**config.mk**
```make
export PLATFORM = sky130hd
export DESIGN_NAME = seg_display_scan
export DESIGN_NICKNAME = d
export VERILOG_FILES = /design/src/rtl/seg_pkg.sv /design/src/rtl/bin2bcd_seq.sv /design/src/rtl/seg_display_scan.sv
export SDC_FILE = /design/constraint.sdc
export NUM_CORES = 1
export LEC_CHECK = 0
export BUFFER_PORTS_ARGS = -buffer_cell sky130_fd_sc_hd__buf_2
export CORE_ASPECT_RATIO = 1.75
export CORE_MARGIN = 1
export CORE_UTILIZATION = 55
export CTS_BUF_LIST = sky130_fd_sc_hd__clkbuf_16
export CTS_CLUSTER_DIAMETER = 30
export DETAILED_ROUTE_END_ITERATION = 8
export PLACE_DENSITY = 0.76
export SYNTH_ARGS = -nofsm -noshare
export SYNTH_HDL_FRONTEND = slang
export SYNTH_SLANG_ARGS = --single-unit
```
**constraint.sdc**
```tcl
create_clock -name clk -period 3.7 [get_ports clk]
set_input_delay 0.37 -clock clk [delete_from_list [all_inputs] [get_ports clk]]
set_output_delay 0.37 -clock clk [all_outputs]
set_load 0.02 [all_outputs]
```
**src/rtl/seg_pkg.sv**
```systemverilog
// Shared types, glyph constants and FSM state encoding for the 7-segment scanner.
package seg_pkg;

   typedef logic [6:0] seg7_t;   // active-low {g,f,e,d,c,b,a}

   localparam seg7_t SEG_BLANK = 7'b1111111;
   localparam seg7_t SEG_MINUS = 7'b0111111;
   localparam seg7_t SEG_E     = 7'b0000110;

   typedef enum logic [1:0] {
      ST_IDLE    = 2'd0,
      ST_CONVERT = 2'd1,
      ST_COMMIT  = 2'd2
   } state_t;

   // Hex digit to active-low segment pattern.
   function automatic seg7_t seg_glyph(input logic [3:0] v);
      seg7_t g;
      case (v)
         4'h0: g = 7'b1000000;
         4'h1: g = 7'b1111001;
         4'h2: g = 7'b0100100;
         4'h3: g = 7'b0110000;
         4'h4: g = 7'b0011001;
         4'h5: g = 7'b0010010;
         4'h6: g = 7'b0000010;
         4'h7: g = 7'b1111000;
         4'h8: g = 7'b0000000;
         4'h9: g = 7'b0011000;
         4'hA: g = 7'b0001000;
         4'hB: g = 7'b0000011;
         4'hC: g = 7'b1000110;
         4'hD: g = 7'b0100001;
         4'hE: g = 7'b0000110;
         default: g = 7'b0001110;
      endcase
      return g;
   endfunction

endpackage

```
**src/rtl/bin2bcd_seq.sv**
```systemverilog
// Sequential double-dabble converter: one shift-add-3 step per clock,
// exactly DATA_W steps after a start pulse. o_done is high during the last step.
module bin2bcd_seq #(
   parameter int DATA_W     = 32,
   parameter int BCD_DIGITS = 11
) (
   input  logic                    clk,
   input  logic                    rst_n,
   input  logic                    i_start,
   input  logic [DATA_W-1:0]       i_bin,
   output logic                    o_done,
   output logic [4*BCD_DIGITS-1:0] o_bcd
);

   localparam int CNT_W = $clog2(DATA_W + 1);
   localparam int BW    = 4 * BCD_DIGITS;

   logic [DATA_W-1:0] r_bin;
   logic [BW-1:0]     r_bcd;
   logic [BW-1:0]     w_adj;
   logic [CNT_W-1:0]  r_cnt;
   logic              r_run;
   logic              w_unused_msb;

   // Add 3 to every BCD nibble that is 5 or more before the shift.
   for (genvar i = 0; i < BCD_DIGITS; i++) begin : g_adj
      assign w_adj[4*i +: 4] = (r_bcd[4*i +: 4] >= 4'd5) ? r_bcd[4*i +: 4] + 4'd3
                                                          : r_bcd[4*i +: 4];
   end

   // The top nibble never carries out because BCD_DIGITS covers the full range.
   assign w_unused_msb = w_adj[BW-1];

   // Load on start, then shift one binary bit into the BCD register per cycle.
   always_ff @(posedge clk) begin
      if (!rst_n) begin
         r_bin <= '0;
         r_bcd <= '0;
         r_cnt <= '0;
         r_run <= 1'b0;
      end else if (i_start) begin
         r_bin <= i_bin;
         r_bcd <= '0;
         r_cnt <= CNT_W'(DATA_W);
         r_run <= 1'b1;
      end else if (r_run) begin
         r_bin <= {r_bin[DATA_W-2:0], 1'b0};
         r_bcd <= {w_adj[BW-2:0], r_bin[DATA_W-1]};
         r_cnt <= r_cnt - 1'b1;
         if (r_cnt == CNT_W'(1)) r_run <= 1'b0;
      end
   end

   assign o_done = r_run && (r_cnt == CNT_W'(1));
   assign o_bcd  = r_bcd;

endmodule

```
**src/rtl/seg_display_scan.sv**
```systemverilog
// Multiplexed 7-segment driver: captures a value on load, converts it to
// decimal (signed or unsigned) or hex digits, then scans the digits out.
module seg_display_scan
   import seg_pkg::*;
#(
   parameter int NUM_DIGITS  = 4,
   parameter int DATA_W      = 32,
   parameter int REFRESH_DIV = 50000
) (
   input  logic                  clk,
   input  logic                  rst_n,
   input  logic [DATA_W-1:0]     data_in,
   input  logic                  load,
   input  logic                  hex_mode,
   input  logic                  signed_mode,
   input  logic                  blank_lz,
   output logic                  busy,
   output logic [6:0]            seg_n,
   output logic [NUM_DIGITS-1:0] an_n
);

   localparam int BCD_D  = (DATA_W * 302 + 999) / 1000 + 1;
   localparam int SCAN_W = $clog2(REFRESH_DIV);
   localparam int IDX_W  = $clog2(NUM_DIGITS);

   state_t r_state, w_state_nxt;

   logic                  r_hex, r_neg, r_blz;
   logic [DATA_W-1:0]     r_mag;
   logic                  w_neg, w_start, w_done, w_ovf;
   logic [DATA_W-1:0]     w_mag;
   logic [4*BCD_D-1:0]    w_bcd;
   logic [63:0]           w_src;
   logic [4:0]            w_nd;

   logic [NUM_DIGITS-1:0][6:0] w_disp, r_dig;

   logic [SCAN_W-1:0]     r_scan;
   logic [IDX_W-1:0]      r_idx, w_idx_nxt;
   logic [NUM_DIGITS-1:0] r_an;
   seg7_t                 r_seg;

   assign w_neg   = signed_mode & ~hex_mode & data_in[DATA_W-1];
   assign w_mag   = w_neg ? (~data_in + 1'b1) : data_in;
   assign w_start = (r_state == ST_IDLE) && load;

   bin2bcd_seq #(.DATA_W(DATA_W), .BCD_DIGITS(BCD_D)) u_bcd (
      .clk     (clk),
      .rst_n   (rst_n),
      .i_start (w_start & ~hex_mode),
      .i_bin   (w_mag),
      .o_done  (w_done),
      .o_bcd   (w_bcd)
   );

   // FSM state register.
   always_ff @(posedge clk) begin
      if (!rst_n) r_state <= ST_IDLE;
      else        r_state <= w_state_nxt;
   end

   // Next state: hex needs a single CONVERT cycle, decimal waits for the converter.
   always_comb begin
      w_state_nxt = r_state;
      case (r_state)
         ST_IDLE:    if (load) w_state_nxt = ST_CONVERT;
         ST_CONVERT: if (r_hex || w_done) w_state_nxt = ST_COMMIT;
         ST_COMMIT:  w_state_nxt = ST_IDLE;
         default:    w_state_nxt = ST_IDLE;
      endcase
   end

   assign busy = (r_state != ST_IDLE);

   // Capture the mode bits and magnitude when a load is accepted.
   always_ff @(posedge clk) begin
      if (!rst_n) begin
         r_hex <= 1'b0;
         r_neg <= 1'b0;
         r_blz <= 1'b0;
         r_mag <= '0;
      end else if (w_start) begin
         r_hex <= hex_mode;
         r_neg <= w_neg;
         r_blz <= blank_lz;
         r_mag <= w_mag;
      end
   end

   // Both hex and BCD results are nibble vectors; pad to a common width.
   assign w_src = r_hex ? 64'(r_mag) : 64'(w_bcd);

   // Count of significant digits (at least one, so zero still shows "0").
   always_comb begin
      w_nd = 5'd1;
      for (int i = 0; i < 16; i++)
         if (w_src[4*i +: 4] != 4'd0) w_nd = 5'(i + 1);
   end

   // A negative value reserves one digit position for the minus sign.
   assign w_ovf = w_nd > (5'(NUM_DIGITS) - 5'(r_neg));

   // Build the glyph for every digit position from the converted value.
   always_comb begin
      w_disp = {NUM_DIGITS{SEG_BLANK}};
      for (int i = 0; i < NUM_DIGITS; i++) begin
         if (w_ovf)
            w_disp[i] = SEG_E;
         else if (5'(i) < w_nd)
            w_disp[i] = seg_glyph(w_src[4*i +: 4]);
         else if (r_neg && (5'(i) == (r_blz ? w_nd : 5'(NUM_DIGITS - 1))))
            w_disp[i] = SEG_MINUS;
         else if (!r_blz)
            w_disp[i] = seg_glyph(4'd0);
      end
   end

   // Digit registers only change in COMMIT and hold until the next one.
   always_ff @(posedge clk) begin
      if (!rst_n)                    r_dig <= {NUM_DIGITS{SEG_BLANK}};
      else if (r_state == ST_COMMIT) r_dig <= w_disp;
   end

   assign w_idx_nxt = (r_idx == IDX_W'(NUM_DIGITS - 1)) ? '0 : r_idx + 1'b1;

   // Scan timer: on each slot wrap select the next digit and latch its glyph.
   always_ff @(posedge clk) begin
      if (!rst_n) begin
         r_scan <= '0;
         r_idx  <= '0;
         r_an   <= ~NUM_DIGITS'(1);
         r_seg  <= SEG_BLANK;
      end else if (r_scan == SCAN_W'(REFRESH_DIV - 1)) begin
         r_scan <= '0;
         r_idx  <= w_idx_nxt;
         r_an   <= ~(NUM_DIGITS'(1) << w_idx_nxt);
         r_seg  <= r_dig[w_idx_nxt];
      end else begin
         r_scan <= r_scan + 1'b1;
      end
   end

   assign an_n  = r_an;
   assign seg_n = r_seg;

endmodule
```
# == Yosys cells after proc, flatten, opt, wreduce, memory -nomap -nowiden ==
# Memories as Yosys holds them, arrays and structs flattened.
# Cells that the tools add are included.
# word_totals
reg_bits,177
romBits,448
input_bits,38
out_inout_bits,12
wordCells,157
mem_count,4
# classes
n_addsub,16
n_lt_le_gt_ge,17
eq_ne,10
shift,1
n_mux,55
n_bitwise,7
n_reduce_logical,29
# memory_table
memory,depth,width,read_ports,rd_clocked_by_memory_dff,wr,line,source
(name not given),16,7,1,0,0,seg_pkg.sv:19,case (v)
(name not given),16,7,1,0,0,seg_pkg.sv:19,
(name not given),16,7,1,0,0,seg_pkg.sv:19,
(name not given),16,7,1,0,0,seg_pkg.sv:19,
# op_table
operator,count
$mux W32,3
$mux W7,13
$mux W5,15
$ge A4 B3 Y1 const B,11
$mux W44,1
$add A4 B2 Y4 const B,10
$mux W4,10
$reduce_bool A4 Y1,10
$add A32 B1 Y32 const B,1
$not A32 Y32,1
$reduce_bool A4 Y1 const A,5
$mux W6,3
$add A16 B1 Y16 const B,1
$eq A16 B16 Y1 const B,1
$bmux W7 S2,1
$eq A2 B5 Y1 const A,2
$lt A1 B5 Y1 const A,2
$lt A2 B5 Y1 const A,2
$mux W2,4
$eq A6 B1 Y1 const B,1
$logic_and A1 B1 Y1,6
$sub A6 B1 Y6 const B,1
$eq A1 B5 Y1 const A,1
$gt A5 B5 Y1,1
20 further kinds,29

# == Depth between registers and ports, before layout ==
# logic_depth
word_depth,23
mapped_depth,21
depth_no_buf,16

# == Hierarchy ==
# A second synthesis with hierarchy kept.
# hier_totals
hier_cells,1326
hier_area_um2,10870.4
# by_module_without_submodules
mod,instances,cells_per_inst,area_each_um2,seq_area_each_um2
seg_display_scan,1,751,6099.6,1881.8
bin2bcd_seq,1,575,4770.8,1661.6

# == Worst setup path after synthesis ==
# OpenSTA, ideal clock, no wires.
# synth_timing
kind,register -> register
startpoint,register r_hex
endpoint,register r_dig[20] (netlist bit)
setup_time_ns,0.079
arrival_ns,3.970
t_required_ns,3.621
setup_slack_ns,-0.349
path_stages_with_launch,19
period_less_slack_ns,4.049
cell_sequence,dfxtp_1 -> buf_2 -> buf_2 -> buf_2 -> buf_2 -> buf_2 -> mux2i_1 -> ha_1 -> a41oi_1 -> o2bb2ai_1 -> a21o_1 -> ha_1 -> nor2b_1 -> o21ai_0 -> a32oi_1 -> nor3b_2 -> o21ai_0 -> or2_2 -> o211ai_1
# synth_between
elab_chain_len,23
word_cells_on_any_way,35
classes_between,2 x order compare; 1 x eq/ne; 20 x mux; 11 x reduce/logical; 1 x memory
# synth_rtl
element,line,source
"start, declared",seg_display_scan.sv:28,"logic r_hex, r_neg, r_blz;"
"start signal, assigned",seg_display_scan.sv:83,r_hex <= hex_mode;
$mux W44 *,seg_display_scan.sv:91,assign w_src = r_hex ? 64'(r_mag) : 64'(w_bcd);
$reduce_bool A4 Y1,seg_display_scan.sv:97,if (w_src[4*i +: 4] != 4'd0) w_nd = 5'(i + 1);
$mux W2,seg_display_scan.sv:97,
$mux W5 (14 in a row),seg_display_scan.sv:97,
$mux W5,seg_display_scan.sv:111,else if (r_neg && (5'(i) == (r_blz ? w_nd : 5'(NUM_DIGITS - 1))))
$eq A2 B5 Y1,seg_display_scan.sv:111,
$logic_and A1 B1 Y1,seg_display_scan.sv:111,
$mux W7,seg_display_scan.sv:111,
$mux W7,seg_display_scan.sv:109,else if (5'(i) < w_nd)
$mux W7 *,seg_display_scan.sv:107,if (w_ovf)
"end signal, assigned",seg_display_scan.sv:120,if (!rst_n) r_dig <= {NUM_DIGITS{SEG_BLANK}};
"end signal, assigned",seg_display_scan.sv:121,else if (r_state == ST_COMMIT) r_dig <= w_disp;
"end, declared",seg_display_scan.sv:36,"logic [NUM_DIGITS-1:0][6:0] w_disp, r_dig;"
# Every way passes the cells marked *; elsewhere a longest branch is shown, timed or not.
# A chain may end at the register's enable or synchronous reset.

# == Worst setup path in the final report ==
# layout_timing
startpoint,register r_hex
endpoint,register r_dig[19] (netlist bit)
# Same word-level chain as after synthesis.

==> results.py <==
metrics = {
    "run_status": {
        "outcome": "completed",
    },
    "sta": {
        "tns_ns": 0,
        "worst_slack_ns": 0.190,
        "finClkSkew_ns": 0.00819,
        "period_needed_ns": 3.51,
        "rsz0062_at_grt": "false",
        "post-route-period-util_pct": 94.9,
        "slew_viol_final": 0,
        "relSlewSlack_pct": 39.2,
        "setup_violations": 0,
        "hold_viol": 0,
        "fmax_mhz": 285,
        "worst-slew-pin-transition_ns": 0.887,
    },
    "yosys": {
        "ys_warn_count": 0,
        "avgSynthCellArea_um2": 8.31,
        "synthesis.area_um2": 9940,
        "ys.flop_type": "dfxtp_1",
        "synthArstFlopShare_pct": 0,
        "synth_cell_type_count": 63,
        "syn-num-nets": 1294,
        "seq_area_frac_synth_pct": 35.7,
        "synth_seq_cells": 177,
        "synth_edf_count": 0,
        "synthCells": 1196,
    },
    "die": {
        "core_area_um2": 17600,
        "io_pins": 50,
        "initial_utilization_pct": 56.4,
        "die_h_um": 180,
        "die_w_um": 104,
        "die-area_um2": 18600,
        "rows": 64,
    },
    "setup_path": {
        "cp_num_buf_inv": 2,
        "max_stage_delay_ns": 0.45,
        "crit_required_ns": 4.00,
        "cp_top_family": "compound AO/OA/AOI/OAI gates",
        "start_kind": "register",
        "path_class": "reg -> reg",
        "arrival_ns": 3.81,
        "cp_cell_sequence": "buf_4 -> or4_1 -> o2bb2ai_1 -> nor2b_1 -> o2bb2ai_1 -> a21o_1 -> ha_1 -> nor2b_1 -> o21ai_0 -> a32oi_1 -> nor3b_2 -> buf_4 -> a31oi_2 -> o311ai_0",
        "cpMaxStageDelayCell": "dfxtp_4",
        "critical_path.max_fanout": 19,
        "end_kind": "register",
    },
    "detailed_routing": {
        "drt_wl_total_mm": 23.1,
        "viasPerCell": 5.81,
        "vias": 8522,
        "drc_errors": 0,
        "final_antenna_net_count": 0,
        "first_pass_iters": 5,
        "post_drt_wl_per_cell_um": 15.7,
        "drtIter0Drc": 433,
    },
    "cts": {
        "numCtsBuffers": 17,
        "cts_tree": "yes",
        "holdBufCountCts": 0,
        "clk_pin_slew_ns": 0.07,
        "clk-insertion-delay-late_ns": 0.44,
        "cts_sinks": 177,
        "h-tree-depth": 4,
        "clk_path_buf_depth": 2,
        "cts_root_buf": "clkbuf_16",
    },
    "place": {
        "routabilityCongestion": 0.881,
        "dpl.hpwl_mm": 17.0,
        "placedInstanceArea_um2": 10400,
        "dp_cells": 1434,
        "io_buffer_count": 49,
        "place_ws_ns": 0.157,
    },
    "layout": {
        "multiInputGateArea_um2": 6020,
        "area_delta_synth_final_pct": 10.4,
        "drive_above_1_share_pct": 13.0,
        "antenna_cells": 0,
        "layout.area.seq_um2": 3550,
        "final_area_um2": 11000,
        "instances_no_fill": 1466,
        "nFillCells": 1563,
        "num-nets-final": 1320,
    },
    "worst_hold_path": {
        "worstHoldPathType": "in -> reg",
    },
    "global_routing": {
        "grt_usage_pct": 25.1,
        "antenna_found_initial": 0,
        "grt_pass1_vias": 7971,
        "grt_start_max_net_pins": 65,
        "grt_pass1_wl_mm": 38.0,
        "globalRoute.totalOverflow": 0,
    },
    "power_and_ir_drop": {
        "vdd_drop_max_uv": 275,
        "power_leakage_nw": 4.16,
        "cellPowerDensity_nw_per_um2": 394,
    },
    "run": {
        "cap_viol_max_count": 0,
    },
}
-- synth_stat cells, drive strengths merged, types with 4 or more instances --
cell / count / share of area [%]
and2: 4 / 0.25
mux4: 7 / 1.6
xor2: 31 / 2.7
ha: 60 / 7.6
dfxtp: 177 / 36
o211ai: 12 / 0.91
clkbuf: 52 / 2.0
a31oi: 5 / 0.38
buf: 13 / 0.58
nand2: 85 / 3.2
nor3: 35 / 1.8
or4: 5 / 0.45
nor2b: 20 / 1.3
and3: 8 / 0.50
nor2: 150 / 5.7
nand3: 30 / 1.5
xnor2: 37 / 3.3
o21ai: 80 / 4.0
nand2b: 17 / 1.1
o22ai: 8 / 0.50
inv: 44 / 1.7
a21oi: 120 / 6.1
nor4: 13 / 0.94
mux2: 23 / 2.6
a211oi: 65 / 4.9
or2: 4 / 0.25
o21a: 4 / 0.30
mux2i: 44 / 4.4
-- routing by layer --
metal | share of wire (%) | GRT usage, %
met5 | 0 | 0
met4 | 4.5 | 14.5
met3 | 3.1 | 4.10
met2 | 53 | 47.0
met1 | 39 | 26.2
-- worst register-to-register path, delay by kind of cell, from the launching register on --
kind / cells / cell delay, ns
AOI/OAI and AO/OA: 7 / 1.34
and+or+nand+nor: 4 / 0.85
buffers and inverters: 2 / 0.46
DFF: 1 / 0.45
adders and majority gates: 1 / 0.29
-- registers in the layout, summed over array words and instances, names as in the netlist --
register	count
an_n	4
r_blz	1
r_dig	28
r_hex	1
r_idx	2
r_mag	32
r_neg	1
r_scan	16
r_state	2
seg_n	7
u_bcd.o_bcd	44
u_bcd.r_bin	32
u_bcd.r_cnt	6
u_bcd.r_run	1
-- final timing paths --
kind	end	depth (start not counted)	slack, ns	start
hold / removal	r_blz$_SDFFE_PN0P_	3	0.20	blank_lz
setup / recovery	r_dig[19]$_SDFFE_PN1N_	14	0.19	r_hex$_SDFFE_PN0P_
hold reg to reg	r_scan[0]$_SDFF_PP0_	1	0.46	r_scan[0]$_SDFF_PP0_
setup reg to reg	r_dig[19]$_SDFFE_PN1N_	14	0.19	r_hex$_SDFFE_PN0P_
-- report_power, final --
part | internal, mW | switching (mW) | leakage [nW]
logic | 0.248 | 0.372 | 2.46
clock network | 0.862 | 0.790 | 0.261
registers | 1.99 | 0.0670 | 1.44
total | 3.10 | 1.23 | 4.16
-- cells by family after synthesis --
group | count (synthesis) | synth area share [%]
simple gates | 385 | 18.1
compound gates | 323 | 19.9
flops | 177 | 35.7
buf+inv | 109 | 4.21
mux | 74 | 8.63
xor+xnor | 68 | 5.99
fa+ha+maj | 60 | 7.55
-- layout make-up --
class | count | area share (%)
repair buffers | 72 | 3.81
inverters | 44 | 1.51
clock buffers | 17 | 3.88
clock inverters | 15 | 1.01
well taps | 231 | 2.63
multi-input cells | 910 | 54.8
flip-flops and latches | 177 | 32.3
-- metrics by stage --
step | utilization (%) | hold WS (ns) | power (mW)
floorplan | - | 0.413 | 2.53
global placement | 59.2 | 0.429 | 2.70
detailed placement | 59.2 | 0.449 | 2.71
CTS | 62.3 | 0.196 | 4.35
global route | 62.3 | 0.217 | 4.50
finish | 62.3 | 0.203 | 4.33
-- cells in the final DEF, fill, tap and decap left out, types with 30 or more instances in the layout --
cell type	n
nor2_1	149
a211oi_1	65
o21ai_0	75
mux2i_1	42
xor2_1	31
a21oi_1	119
buf_2	49
nand2_1	85
xnor2_1	37
nor3_1	35
dfxtp_1	175
inv_1	43
nand3_1	30
ha_1	59
-- what timing repair did --
action | 4_1_cts | 5_1_grt
setup endpoints to repair | 0 | 7
resized for setup | 0 | 1
setup buffers | 0 | 0
No activity file was read; power rests on OpenSTA's default activity.
